<file path="src/rtl/servo_pwm_multi.sv">
// servo_pwm_multi
//   Multi-channel servo PWM generator. Each channel has a programmable high
//   time written through a valid/ready command port. Commands are clamped to
//   [MIN_CYC, MAX_CYC] and set the channel's target width. The width that is
//   actually output (cur) follows the target only at frame boundaries, so a
//   pulse never changes shape mid-frame.
//
//   Optional feature (compile-time macro SERVO_SLEW_EN):
//     defined   - cur moves toward tgt by at most SLEW_STEP per frame
//     undefined - cur jumps to tgt at each boundary (SLEW_STEP ignored)
//
// Ports
//   clk         system clock
//   rst_n       asynchronous active-low reset
//   cmd_valid   command present
//   cmd_ready   command can be accepted (high whenever out of reset)
//   cmd_ch      target channel; indices >= CHANNELS are accepted and dropped
//   cmd_width   requested high time in clk cycles
//   enable      per-channel output enable
//   control     PWM outputs
//   frame_start one-cycle pulse in the first cycle of each frame
//   busy        per-channel: current width differs from target
module servo_pwm_multi #(
   parameter int unsigned CHANNELS   = 4,
   parameter int unsigned CNT_W      = 24,
   parameter int unsigned PERIOD_CYC = 2_000_000,
   parameter int unsigned MIN_CYC    = 100_000,
   parameter int unsigned MAX_CYC    = 200_000,
   parameter int unsigned SLEW_STEP  = 5_000,
   parameter int unsigned CH_W       = (CHANNELS > 1) ? $clog2(CHANNELS) : 1
) (
   input  logic                clk,
   input  logic                rst_n,
   input  logic                cmd_valid,
   output logic                cmd_ready,
   input  logic [CH_W-1:0]     cmd_ch,
   input  logic [CNT_W-1:0]    cmd_width,
   input  logic [CHANNELS-1:0] enable,
   output logic [CHANNELS-1:0] control,
   output logic                frame_start,
   output logic [CHANNELS-1:0] busy
);

   localparam logic [CNT_W-1:0] MIN_W    = CNT_W'(MIN_CYC);
   localparam logic [CNT_W-1:0] MAX_W    = CNT_W'(MAX_CYC);
   localparam logic [CNT_W-1:0] MID_W    = CNT_W'((MIN_CYC + MAX_CYC) / 2);
   localparam logic [CNT_W-1:0] LAST_CNT = CNT_W'(PERIOD_CYC - 1);
`ifdef SERVO_SLEW_EN
   localparam logic [CNT_W-1:0] STEP_W   = CNT_W'(SLEW_STEP);
`endif

   if (!(PERIOD_CYC > MAX_CYC && MAX_CYC >= MIN_CYC && MIN_CYC >= 1)) begin : g_bad_timing
      $error("servo_pwm_multi: need PERIOD_CYC > MAX_CYC >= MIN_CYC >= 1");
   end
   if (CHANNELS < 1 || CHANNELS > 16 || (CHANNELS > 1 && CH_W < $clog2(CHANNELS))) begin : g_bad_ch
      $error("servo_pwm_multi: CHANNELS must be 1..16 and CH_W wide enough to index them");
   end
   if (64'(PERIOD_CYC) > (64'd1 << CNT_W) || 64'(SLEW_STEP) >= (64'd1 << CNT_W)) begin : g_bad_width
      $error("servo_pwm_multi: CNT_W too narrow for PERIOD_CYC or SLEW_STEP");
   end

   logic [CNT_W-1:0]    cnt;
   logic                wrap;
   logic [CNT_W-1:0]    cur     [CHANNELS];
   logic [CNT_W-1:0]    tgt     [CHANNELS];
   logic [CNT_W-1:0]    tgt_nxt [CHANNELS];
   logic [CNT_W-1:0]    cur_nxt [CHANNELS];
   logic [CNT_W-1:0]    cmd_clamped;
   logic                cmd_acc;
   logic [CHANNELS-1:0] arm;

   assign cmd_ready = rst_n;
   assign cmd_acc   = cmd_valid & cmd_ready;
   assign wrap      = (cnt == LAST_CNT);

   assign cmd_clamped = (cmd_width < MIN_W) ? MIN_W :
                        (cmd_width > MAX_W) ? MAX_W : cmd_width;

   // Target after this cycle's command, and the width the next frame would use.
   // Using tgt_nxt (not tgt) lets a command in the boundary cycle take effect
   // at that same boundary.
   always_comb begin
      for (int unsigned i = 0; i < CHANNELS; i++) begin
         tgt_nxt[i] = tgt[i];
         if (cmd_acc && cmd_ch == CH_W'(i))
            tgt_nxt[i] = cmd_clamped;
`ifdef SERVO_SLEW_EN
         if (tgt_nxt[i] > cur[i])
            cur_nxt[i] = ((tgt_nxt[i] - cur[i]) > STEP_W) ? cur[i] + STEP_W : tgt_nxt[i];
         else
            cur_nxt[i] = ((cur[i] - tgt_nxt[i]) > STEP_W) ? cur[i] - STEP_W : tgt_nxt[i];
`else
         cur_nxt[i] = tgt_nxt[i];
`endif
      end
   end

   always_comb begin
      busy = '0;
      for (int unsigned i = 0; i < CHANNELS; i++)
         busy[i] = (cur[i] != tgt[i]);
   end

   always_ff @(posedge clk or negedge rst_n) begin
      if (!rst_n) begin
         cnt <= '0;
         for (int unsigned i = 0; i < CHANNELS; i++) begin
            cur[i] <= MID_W;
            tgt[i] <= MID_W;
         end
      end else begin
         cnt <= wrap ? '0 : cnt + CNT_W'(1);
         for (int unsigned i = 0; i < CHANNELS; i++) begin
            tgt[i] <= tgt_nxt[i];
            if (wrap)
               cur[i] <= cur_nxt[i];
         end
      end
   end

   // arm[i] records that the channel has been continuously enabled since the
   // start of the current frame; a channel re-enabled mid-frame stays low
   // until the next frame begins instead of emitting a truncated pulse.
   always_ff @(posedge clk or negedge rst_n) begin
      if (!rst_n) begin
         frame_start <= 1'b0;
         control     <= '0;
         arm         <= '0;
      end else begin
         frame_start <= (cnt == '0);
         for (int unsigned i = 0; i < CHANNELS; i++) begin
            arm[i]     <= enable[i] & (arm[i] | (cnt == '0));
            control[i] <= enable[i] & (arm[i] | (cnt == '0)) & (cnt < cur[i]);
         end
      end
   end

endmodule

</file>
<file path="config.mk">
export PLATFORM = sky130hd
export DESIGN_NAME = servo_pwm_multi
export DESIGN_NICKNAME = d
export VERILOG_FILES = /design/src/rtl/servo_pwm_multi.sv
export SDC_FILE = /design/constraint.sdc
export NUM_CORES = 1
export LEC_CHECK = 0
export ABC_CLOCK_PERIOD_IN_PS = 2300
export CORE_MARGIN = 3
export CORE_UTILIZATION = 28
export DETAILED_ROUTE_END_ITERATION = 6
export PLACE_DENSITY = 0.55
export SKIP_LAST_GASP = 1
export SLEW_MARGIN = 5
export SYNTH_ARGS = -nofsm -noshare
export SYNTH_HDL_FRONTEND = slang
export SYNTH_SLANG_ARGS = --single-unit
export TNS_END_PERCENT = 20
</file>
<file path="constraint.sdc">
create_clock -name clk -period 2.3 [get_ports clk]
set_input_delay 0.23 -clock clk [delete_from_list [all_inputs] [get_ports clk]]
set_output_delay 0.23 -clock clk [all_outputs]
set_load 0.01 [all_outputs]
</file>
==> Word-level counts from Yosys, hierarchy flattened <==
Index checks and enable logic that the tools add are counted.
{ "word_totals": {"register_bits": 225, "out_inout_bits": 10} }
{ "classes": {"add_sub_neg": 1, "n_lt_le_gt_ge": 6, "eq_ne": 8, "n_mux": 7, "n_bitwise": 13, "n_reduce_logical": 6} }
{ "op_table": {"columns": ["operator", "n"], "rows": [
  ["24-bit two-way mux", 7],
  ["24-bit less-than comparator", 4],
  ["24-bit != test", 4],
  ["24-bit by 1-bit adder with 24-bit output (second input constant)", 1],
  ["24-bit by 21-bit == test with 1-bit output (second input constant)", 1],
  ["24-bit by 18-bit > comparator with 1-bit output (second input constant)", 1],
  ["24-bit logical NOT", 1],
  ["24-bit by 17-bit less-than comparator with 1-bit output (second input constant)", 1],
  ["1-bit bitwise AND", 9],
  ["2-bit == test (second input constant)", 2],
  ["1-bit logical AND", 4],
  ["1-bit bitwise OR", 4],
  ["2-bit by 1-bit == test with 1-bit output (second input constant)", 1],
  ["2-bit logical NOT", 1]
]} }

==> Logic depth before layout (Yosys ltp) <==
{ "logic_depth": {"word_depth": 4, "mapped_depth": 8, "depth_no_buf": 8} }

==> Least setup slack after synthesis <==
Ideal clock, no wire load.
{ "synth_timing": {"path_type": "input -> register", "startpoint": "input cmd_width[23]", "endpoint": "register cur[13] in the netlist's numbering", "setup_time_ns": 0.125, "arrival_time_ns": 2.425, "slack_ns": -0.250, "cell_stages": 8, "path_cell_list": "or4_1 or4_4 o221a_1 buf_6 buf_6 o211ai_4 o21ai_2 mux2_2"} }
{ "synth_lines": {"columns": ["item", "line_no", "source"], "rows": [
  ["start, declared", "37", "input logic [CNT_W-1:0] cmd_width,"],
  ["end signal, assigned by index", "116", "cur[i] <= cur_nxt[i];"],
  ["end, declared", "64", "logic [CNT_W-1:0] cur [CHANNELS];"]
]} }

==> metrics.csv <==
stage,metric,value,unit
route,drt first pass iters,5,
route,# DRC,0,
logic_synthesis,ys async rst share,100,%
cts,CTS Root Cell,clkbuf_16,
timing,Final min period,2310,ps
route,Vias,9199,
logic_synthesis,count of cell types in the netlist,51,
route,DRT iter0 DRCs,610,
floorplanning,Top Ports,43,
layout,fin nets,1454,
hold_path,HP Class,in -> reg,
worst_setup_path,WP data arrival,2730,ps
timing,relative slew slack,42.2,%
cts,H-Tree Depth,1,
pwr,total power,9.20,mW
floorplanning,Initial Util,28.5,%
worst_setup_path,cell family with most CP delay,simple AND/OR/NAND/NOR gates,
logic_synthesis,sequential fraction of the synthesis area,47.4,%
timing,Slew Limit Fails,0,
logic_synthesis,#FFs+latches synth,225,
logic_synthesis,top post-synthesis cells by count,"dfrtp_1 (161), nand2_1 (117), inv_1 (104), ha_1 (94), o21ai_0 (84)",
route,post-DR vias/cell,4.88,
logic_synthesis,"count leader, synth",dfrtp_1,
place,Port-buffer cells,42,
route,final WL,35400,um
cts,CTS tree,done,
place,gp weighted congestion,0.869,
floorplanning,core area,42200,sq um
cts,TritonCTS Sinks,225,
floorplanning,chip height,213,um
place,DP HPWL,26300,um
grt,global route total overflow,0,
grt,initial antenna violation count,0,
logic_synthesis,Synth area leader,dfrtp_1,
cts,latest clock arrival within the worst-skew pair,540,ps
grt,first-pass GRT wire length,55800,um
logic_synthesis,Post-Syn Area,12100,sq um
layout,diodes inserted,0,
cts,cts bufs inserted,26,
worst_setup_path,Worst Path Required,2720,ps
worst_setup_path,"Max FO, Critical Path",6,
worst_setup_path,critical path buffer and inverter count,2,
logic_synthesis,Post-synth EDFFs,0,
layout,synthesis-to-finish area growth,26.0,%
logic_synthesis,share of the synthesized area in the top cell type,33.4,%
logic_synthesis,Yosys warning total,0,
grt,vias in the first global route,9357,
floorplanning,die extent in x,213,um
worst_setup_path,endpoint class of the critical path,flop,
logic_synthesis,Mapped Cells,1170,
worst_setup_path,crit-path cells,clkdlybuf4s50_1 > or4bb_1 > or4_4 > o221a_4 > o21ai_2 > buf_4 > a21oi_1 > mux2_2,
timing,Slew @ Worst Pin,864,ps
outcome,failing checks,negative setup slack,
cts,Longest Clk Path Bufs,3,
worst_setup_path,CP Class,in -> reg,
worst_setup_path,"Slowest-stage cell, CP",clkdlybuf4s50_1,
logic_synthesis,synthesized area per cell,10.3,sq um
timing,endpoints failing hold,0,
floorplanning,Row Count,75,
cts,Clock Pin Slew Worst Setup and Hold Paths,60,ps
run,max_cap viols,0,
pwr,P_leak,6.98,nW
route,Wirelength per Cell,18.8,um
pwr,Peak VDD IR,425,uV
floorplanning,Die ar.,45600,sq um
route,DRT antenna net count,0,
outcome,outcome,"finished, violations left",
timing,Fin Clk Skew,10.2,ps
pwr,power per cell area,606,nW/um^2
timing,Setup TNS,-27.4,ps
logic_synthesis,top_reg_cell synth,dfrtp_1,
timing,Max Freq,433,MHz
timing,RSZ-0062 raised after global routing,true,
worst_setup_path,Worst setup SP type,input port,
logic_synthesis,"top cells by area, synth","dfrtp_1 (33%), dfstp_2 (14%), ha_1 (9.8%)",
layout,fraction of layout cells with a size suffix above 1,24.4,%
grt,largest net degree at the start of global routing,120,
timing,fin worst setup slack,-10.3,ps
timing,final setup fails,3,
logic_synthesis,syn nets,1297,
worst_setup_path,max incr delay on CP,470,ps
timing,fin crit share,100,%
grt,Global Route Usage Sum,15.9,%
-- final cells by class --
cell class | count | area [sq um]
inverters | 104 | 390
clock buffers | 43 | 786
multi-input cells | 805 | 6090
clock inverters | 5 | 77.6
fillers | 4191 | 27000
repair buffers | 165 | 1460
well taps | 539 | 674
flip-flops and latches | 225 | 5710
-- final timing paths --
check                           cells after the start  slack, ps          to     startpoint
worst min register to register                      2        490     tgt[86]        tgt[86]
worst max-delay path                                8        -10     cur[57]  cmd_width[16]
worst min-delay path                                2        270      arm[0]      enable[0]
min in group asynchronous                           3        450      arm[0]          rst_n
max in group asynchronous                           4        610     cur[26]          rst_n
worst max register to register                      8          0  control[1]        cur[59]
-- layer usage --
metal	wire length (um)	up-vias	global-route usage, %
li1	-	4387	-
met1	17700	4571	24.3
met4	715	0	2.89
met2	15200	203	24.1
met5	0	-	0
met3	1790	38	2.25
-- sequential cells by signal, summed over array words and instances (netlist names) --
signal and cells:
arm 4, cnt 24, control 4, cur 96
frame_start 1, tgt 96
-- what timing repair did --
item	in CTS	in global routing
cloned	3	0
endpoints found under the setup margin	117	129
hold buffers	1	0
buffers inserted	2	5
gates resized for setup	53	37
hold endpoints to repair	129	0
pin swaps	20	16
-- layout by cell type (no fill, tap or decap), types with 43 or more instances in the layout --
cell type	instances
nor2_1	47
dfstp_2	64
inv_1	104
mux2_2	43
buf_4	111
o21ai_0	74
nand2_1	117
ha_1	94
a21oi_1	53
dfrtp_1	161
xnor2_1	65
-- worst register-to-register path: cells and delay by family (launching register included) --
family	cells	cell delay, ps
AOI/OAI and AO/OA	4	980
DFF	1	530
adders and majority gates	1	340
buffers and inverters	2	270
and+or+nand+nor	1	60
-- cell families after synthesis --
group	Yosys count	synth area share, %
flops	225	47.4
fa+ha+maj	94	9.76
simple gates	299	12.2
mux	50	4.67
buf+inv	142	4.61
compound gates	242	12.8
xor+xnor	118	8.57
-- power breakdown --
| part | leakage [nW] | internal, mW | switching [mW] |
|---|---|---|---|
| logic | 3.86 | 0.302 | 0.390 |
| clock network | 0.418 | 2.54 | 1.65 |
| registers | 2.70 | 4.18 | 0.130 |
-- per-stage QoR --
| stage | worst slack, ps | hold slack [ps] | util [%] | instances | cell area (sq um) |
|---|---|---|---|---|---|
| 2_1_floorplan | -203 | -65.6 | - | 1170 | 12100 |
| 3_3_place_gp | -875 | 418 | 33.0 | 1827 | 13900 |
| 3_5_place_dp | -950 | 427 | 33.0 | 1827 | 13900 |
| 4_1_cts | -63.0 | 254 | 35.5 | 1881 | 15000 |
| 5_1_grt | -135 | 269 | 36.0 | 1886 | 15200 |
| 6_report | -10.3 | 267 | 36.0 | 1886 | 15200 |
No activity file was read; power rests on OpenSTA's default activity.
